### src/rtl/score_pkg.sv
// Shared encodings for the reaction score keeper: FSM states, view codes, blank digit
// and the BCD digit check. Optional worst tracking is controlled by SCORE_WORST_EN.
package score_pkg;

  typedef enum logic [1:0] {
    S_EMPTY = 2'd0,
    S_WRITE = 2'd1,
    S_READY = 2'd2
  } state_t;

  localparam logic [1:0] VIEW_LAST   = 2'd0;
  localparam logic [1:0] VIEW_BEST   = 2'd1;
  localparam logic [1:0] VIEW_WORST  = 2'd2;
  localparam logic [1:0] VIEW_BROWSE = 2'd3;

  localparam logic [3:0] BLANK_DIGIT = 4'hF;

  // Widest result the digit check accepts; callers zero-extend into this width.
  localparam int BCD_MAX_DIGITS = 8;

  function automatic logic bcd_valid(input logic [4*BCD_MAX_DIGITS-1:0] v, input int n);
    logic ok;
    ok = 1'b1;
    for (int i = 0; i < BCD_MAX_DIGITS; i++) begin
      if (i < n && v[4*i +: 4] > 4'd9) ok = 1'b0;
    end
    return ok;
  endfunction

endpackage

### src/rtl/score_history_buf.sv
// Circular history register file: one write port, one async read port addressed
// relative to the newest entry, with write pointer and saturating entry count.
module score_history_buf #(
  parameter int DATA_W     = 16,
  parameter int HIST_DEPTH = 8,
  parameter int IDX_W      = 3
) (
  input  logic              CLK,
  input  logic              RST_N,
  input  logic              we,
  input  logic              clr,
  input  logic [DATA_W-1:0] wr_data,
  input  logic [IDX_W-1:0]  rd_off,
  output logic [DATA_W-1:0] rd_data,
  output logic [IDX_W:0]    count
);

  localparam logic [IDX_W:0] FULL = HIST_DEPTH[IDX_W:0];

  logic [DATA_W-1:0] mem [HIST_DEPTH];
  logic [IDX_W-1:0]  wr_ptr;

  always_ff @(posedge CLK or negedge RST_N) begin
    if (!RST_N) begin
      wr_ptr <= '0;
      count  <= '0;
    end else if (clr) begin
      wr_ptr <= '0;
      count  <= '0;
    end else if (we) begin
      wr_ptr <= wr_ptr + IDX_W'(1);
      if (count != FULL) count <= count + (IDX_W+1)'(1);
    end
  end

  always_ff @(posedge CLK) begin
    if (we && !clr) mem[wr_ptr] <= wr_data;
  end

  // Offset 0 is the most recent write; the pointer wraps because depth is a power of two.
  assign rd_data = mem[wr_ptr - IDX_W'(1) - rd_off];

endmodule

### src/rtl/reaction_score_keeper.sv
// Captures finished BCD reaction times, tracks last/best(/worst) and drives a selected
// value to the display stage. Define SCORE_WORST_EN to include the worst-time register.
module reaction_score_keeper
  import score_pkg::*;
#(
  parameter int N_DIGITS   = 4,
  parameter int HIST_DEPTH = 8,
  parameter int IDX_W      = 3
) (
  input  logic                  CLK,
  input  logic                  RST_N,
  input  logic                  result_valid,
  input  logic [4*N_DIGITS-1:0] result_bcd,
  input  logic                  clear,
  input  logic [1:0]            view_sel,
  input  logic                  browse_step,
  output logic [4*N_DIGITS-1:0] disp_bcd,
  output logic                  disp_valid,
  output logic [IDX_W-1:0]      browse_idx,
  output logic [IDX_W:0]        count,
  output logic                  new_best,
  output logic                  err
);

  localparam int           W     = 4*N_DIGITS;
  localparam logic [W-1:0] BLANK = {N_DIGITS{BLANK_DIGIT}};

  state_t                      state, state_next;
  logic [W-1:0]                pend_p0, last, best, hist_rd, disp_next;
  logic [4*BCD_MAX_DIGITS-1:0] result_ext;
  logic                        digits_ok, accept, write_en, dvalid_next;
  logic [IDX_W:0]              bnext;
`ifdef SCORE_WORST_EN
  logic [W-1:0]                worst;
`endif

  always_comb begin
    result_ext        = '0;
    result_ext[W-1:0] = result_bcd;
  end

  assign digits_ok = bcd_valid(result_ext, N_DIGITS);
  assign accept    = result_valid && !clear && digits_ok && (state != S_WRITE);
  assign write_en  = (state == S_WRITE) && !clear;
  assign bnext     = {1'b0, browse_idx} + (IDX_W+1)'(1);

  always_ff @(posedge CLK or negedge RST_N) begin
    if (!RST_N) state <= S_EMPTY;
    else        state <= state_next;
  end

  always_comb begin
    state_next = state;
    if (clear) begin
      state_next = S_EMPTY;
    end else begin
      case (state)
        S_EMPTY: if (accept) state_next = S_WRITE;
        S_WRITE: state_next = S_READY;
        S_READY: if (accept) state_next = S_WRITE;
        default: state_next = S_EMPTY;
      endcase
    end
  end

  // Stage 0: capture the accepted result for the write cycle
  always_ff @(posedge CLK) begin
    if (accept) pend_p0 <= result_bcd;
  end

  // Stage 1: commit to history and update scores; packed BCD compares like binary
  always_ff @(posedge CLK or negedge RST_N) begin
    if (!RST_N) begin
      last       <= BLANK;
      best       <= BLANK;
      browse_idx <= '0;
      new_best   <= 1'b0;
      err        <= 1'b0;
    end else begin
      new_best <= 1'b0;
      err      <= result_valid && !clear && (!digits_ok || state == S_WRITE);
      if (clear) begin
        last       <= BLANK;
        best       <= BLANK;
        browse_idx <= '0;
      end else if (state == S_WRITE) begin
        last       <= pend_p0;
        browse_idx <= '0;
        if (count == '0) begin
          best <= pend_p0;
        end else if (pend_p0 < best) begin
          best     <= pend_p0;
          new_best <= 1'b1;
        end
      end else if (state == S_READY && browse_step && !accept) begin
        browse_idx <= (bnext >= count) ? '0 : bnext[IDX_W-1:0];
      end
    end
  end

`ifdef SCORE_WORST_EN
  always_ff @(posedge CLK or negedge RST_N) begin
    if (!RST_N) begin
      worst <= BLANK;
    end else if (clear) begin
      worst <= BLANK;
    end else if (state == S_WRITE) begin
      if (count == '0 || pend_p0 > worst) worst <= pend_p0;
    end
  end
`endif

  score_history_buf #(
    .DATA_W    (W),
    .HIST_DEPTH(HIST_DEPTH),
    .IDX_W     (IDX_W)
  ) u_hist (
    .CLK    (CLK),
    .RST_N  (RST_N),
    .we     (write_en),
    .clr    (clear),
    .wr_data(pend_p0),
    .rd_off (browse_idx),
    .rd_data(hist_rd),
    .count  (count)
  );

  always_comb begin
    disp_next   = BLANK;
    dvalid_next = 1'b0;
    if (state != S_EMPTY) begin
      dvalid_next = 1'b1;
      case (view_sel)
        VIEW_LAST:   disp_next = last;
        VIEW_BEST:   disp_next = best;
`ifdef SCORE_WORST_EN
        VIEW_WORST:  disp_next = worst;
`else
        VIEW_WORST:  disp_next = last;
`endif
        VIEW_BROWSE: disp_next = hist_rd;
        default:     disp_next = last;
      endcase
    end
  end

  // Stage 2: registered display output
  always_ff @(posedge CLK or negedge RST_N) begin
    if (!RST_N) begin
      disp_bcd   <= BLANK;
      disp_valid <= 1'b0;
    end else begin
      disp_bcd   <= disp_next;
      disp_valid <= dvalid_next;
    end
  end

endmodule
### config.mk
export PLATFORM = sky130hd
export DESIGN_NAME = reaction_score_keeper
export DESIGN_NICKNAME = d
export VERILOG_FILES = /design/src/rtl/score_pkg.sv /design/src/rtl/score_history_buf.sv /design/src/rtl/reaction_score_keeper.sv
export SDC_FILE = /design/constraint.sdc
export NUM_CORES = 1
export LEC_CHECK = 0
export BUFFER_PORTS_ARGS = -buffer_cell sky130_fd_sc_hd__buf_4
export CAP_MARGIN = 20
export CORE_ASPECT_RATIO = 1.2
export CORE_MARGIN = 2
export CORE_UTILIZATION = 55
export DETAILED_ROUTE_END_ITERATION = 10
export GPL_ROUTABILITY_DRIVEN = 0
export MAX_ROUTING_LAYER = met4
export PLACE_DENSITY_LB_ADDON = 0.25
export RECOVER_POWER = 25
export SYNTH_ARGS = -nofsm -noshare
export SYNTH_HDL_FRONTEND = slang
export SYNTH_SLANG_ARGS = --single-unit
### constraint.sdc
create_clock -name CLK -period 4.71 [get_ports CLK]
set_input_delay 0.2355 -clock CLK [delete_from_list [all_inputs] [get_ports CLK]]
set_output_delay 0.2355 -clock CLK [all_outputs]
set_load 0.02 [all_outputs]
==> metrics <==
status=finished, violations left; failing checks=capacitance limit, slew limit; pin count of the biggest net entering global routing=64; clk slew on worst S/H paths=60 ps; Crit path largest cell delay=2390 ps; # IOs=49; YS warnings=0; crit-path cells=dlygate4sd3_1, clkbuf_1; Nets=700; Distinct cells, synth=50; Synth Instances=585; die area=17,100 sq um; Final Skew=10.2 ps; Pre-Repair DR Iteration Count=5; Avg WL per Cell=21.7 um; CTS tree=built; vias per cell=6.02; Critical path buffers and inverters=2; total CTS buffers=21; syn_nets=633; xor-xnor portion of the synthesized cell area=0.680%; Synth-to-Final Area Change=15.9%; peak supply drop=0.000302 V; global-route wire length before repair=29.6 mm; Die Span X=120 um; P_leak=3.97 nW; arrival time worst endpoint=3200 ps; detailed-route via count=5,255; Max Root-Sink Buffers=3; Post-synth ARST share=30.4%; worst slew pin tran=3400 ps; CP startpoint kind=input port; count of antenna-violating nets left after detailed routing=0; Port Buf Inserts=48; final setup TNS=0 ps; Mean Syn Cell Area=15.1 sq um; effective utilization at floorplan=56.5%; CP top delay family=buffers and inverters; final hold slack=14.4 ps; Crit. End Element=async pin; complex-gate fraction of the synthesized area=7.98%; Synth Area in Adders=3.62%; mux contribution to synthesized area=10.2%; DRC=0; H-tree depth=1; worst rel slew slack=-127%; Final Setup Violations=0; Yosys reg bits=207; core area=15,600 sq um; Mapped Area=8840 sq um; Total GRT Usage=23.6%; most frequent cells in the layout=edfxtp_1 (144), nand2_1 (69), dfstp_2 (48); fin crit period=3360 ps; final count of pins violating max slew=64; Slowest-stage cell, CP=clkbuf_1; Final Hold Viols=0; DR iter-0 viols=458; CTS sink cnt=207; Skew-Pair Late Insertion Delay=500 ps; # rows=50; HPWL Detailed=11.5 mm; RSZ-0062 raised after global routing=no; WS Path Type=input port to async pin; worst hold path type=input port to flip-flop; Fmax=298 MHz; share of cells above drive strength 1=26.5%; CP Data Required Time=4550 ps; post-synthesis simple-gate area fraction=7.50%; antenna cells=0; worst-path maximum fanout=63; Die H=143 um; Clock Tree Root=clkbuf_16; PD cells=362 nW/um^2; max-cap check violation count=1; vias in the first global route=5,499; Post-synth EDFFs=144; final WL=18.9 mm; main combinational cell family by area after synthesis=multiplexers; main flop type after synthesis=edfxtp_1; grt total ovfl=0; fin crit share=71.3%; commonest non-fill, non-tap cell in the layout=edfxtp_1; initial antenna violation count=0; sequential element share of the synthesized area=67.4%
[area by class of cell]
class	count	area [sq um]
clock buffer	30	621
clock inverter	6	28.8
fill	1090	5390
inverter	24	90.1
multi-input combinational	323	2700
sequential	207	5960
tap	208	260
timing repair buffer	75	591
[worst paths after layout]
path                            depth (start not counted)  slack [ps]               end         start
min in group asynchronous                               2        1440        disp_valid         RST_N
worst min register to register                          2         480           last[1]       last[1]
max in group CLK                                        7        1630          best[10]   pend_p0[12]
worst min-delay path                                    3          10               err  result_valid
worst max-delay path                                    2        1350  u_hist.wr_ptr[2]         RST_N
worst max register to register                          7        1630          best[10]   pend_p0[12]
[cell usage after synthesis (4+ instances only)]
master | count | area, sq um
mux2i_1 | 17 | 170
nand3b_1 | 16 | 120
a2bb2oi_2 | 4 | 60.1
a2bb2oi_1 | 8 | 70.1
inv_1 | 24 | 90.1
dfrtp_1 | 15 | 375
mux4_2 | 32 | 721
o31a_1 | 12 | 105
nor2_1 | 23 | 86.3
clkbuf_1 | 22 | 82.6
edfxtp_1 | 144 | 4320
buf_2 | 4 | 20.0
nand2_1 | 69 | 259
ha_1 | 24 | 300
o21ai_0 | 36 | 180
nor3_1 | 6 | 30.0
a21oi_1 | 21 | 105
nand2b_1 | 9 | 56.3
dfstp_2 | 48 | 1260
[registers in the layout (all words and copies together) (netlist names)]
signal,cells
browse_idx,3
u_hist.wr_ptr,3
disp_valid,1
u_hist.mem,128
disp_bcd,16
pend_p0,16
err,1
new_best,1
state,2
u_hist.count,4
best,16
last,16
[cell families (layout without fill, tap and decap cells)]
family | after synthesis | in the layout
AOI/OAI and AO/OA | 102 | 102
xor gates and xnor gates | 6 | 6
adders and majority gates | 25 | 25
buffers and inverters | 55 | 135
muxes | 50 | 50
DFF | 207 | 207
and+or+nand+nor | 140 | 140
[metrics by stage]
stage	std cells	area (sq um)	worst slack (ps)	total power, W	utilization, %
after CTS	872	10300	1630	0.00373	65.6
after global placement	819	9430	1690	0.00217	60.3
after global routing	873	10200	754	0.00382	65.5
final	873	10200	1350	0.00371	65.5
after floorplan	585	8840	2090	0.00211	-
after detailed placement	819	9430	1650	0.00218	60.3
[where the power goes]
group,internal (W),total (W),switching [W]
Clock,0.000912,0.00156,0.000649
Combinational,0.0000715,0.000165,0.0000930
Sequential,0.00197,0.00199,0.0000189
Total,0.00295,0.00371,0.000761
[what timing repair did]
item                      4_1_cts  5_1_grt
buffers inserted                0        0
hold endpoints to repair       31        0
hold buffers                   17        0
resized for setup               0        0
[metal layers]
| metal | vias to the layer above | wire length, um | GRT usage [%] |
|---|---|---|---|
| met2 | 191 | 9770 | 40.5 |
| met1 | 2686 | 7410 | 28.1 |
| li1 | 2338 | - | - |
| met4 | 0 | 675 | 10.2 |
| met3 | 40 | 1050 | 3.23 |
| met5 | - | 0 | - |
Note: power is estimated with default switching activity, not from simulation.
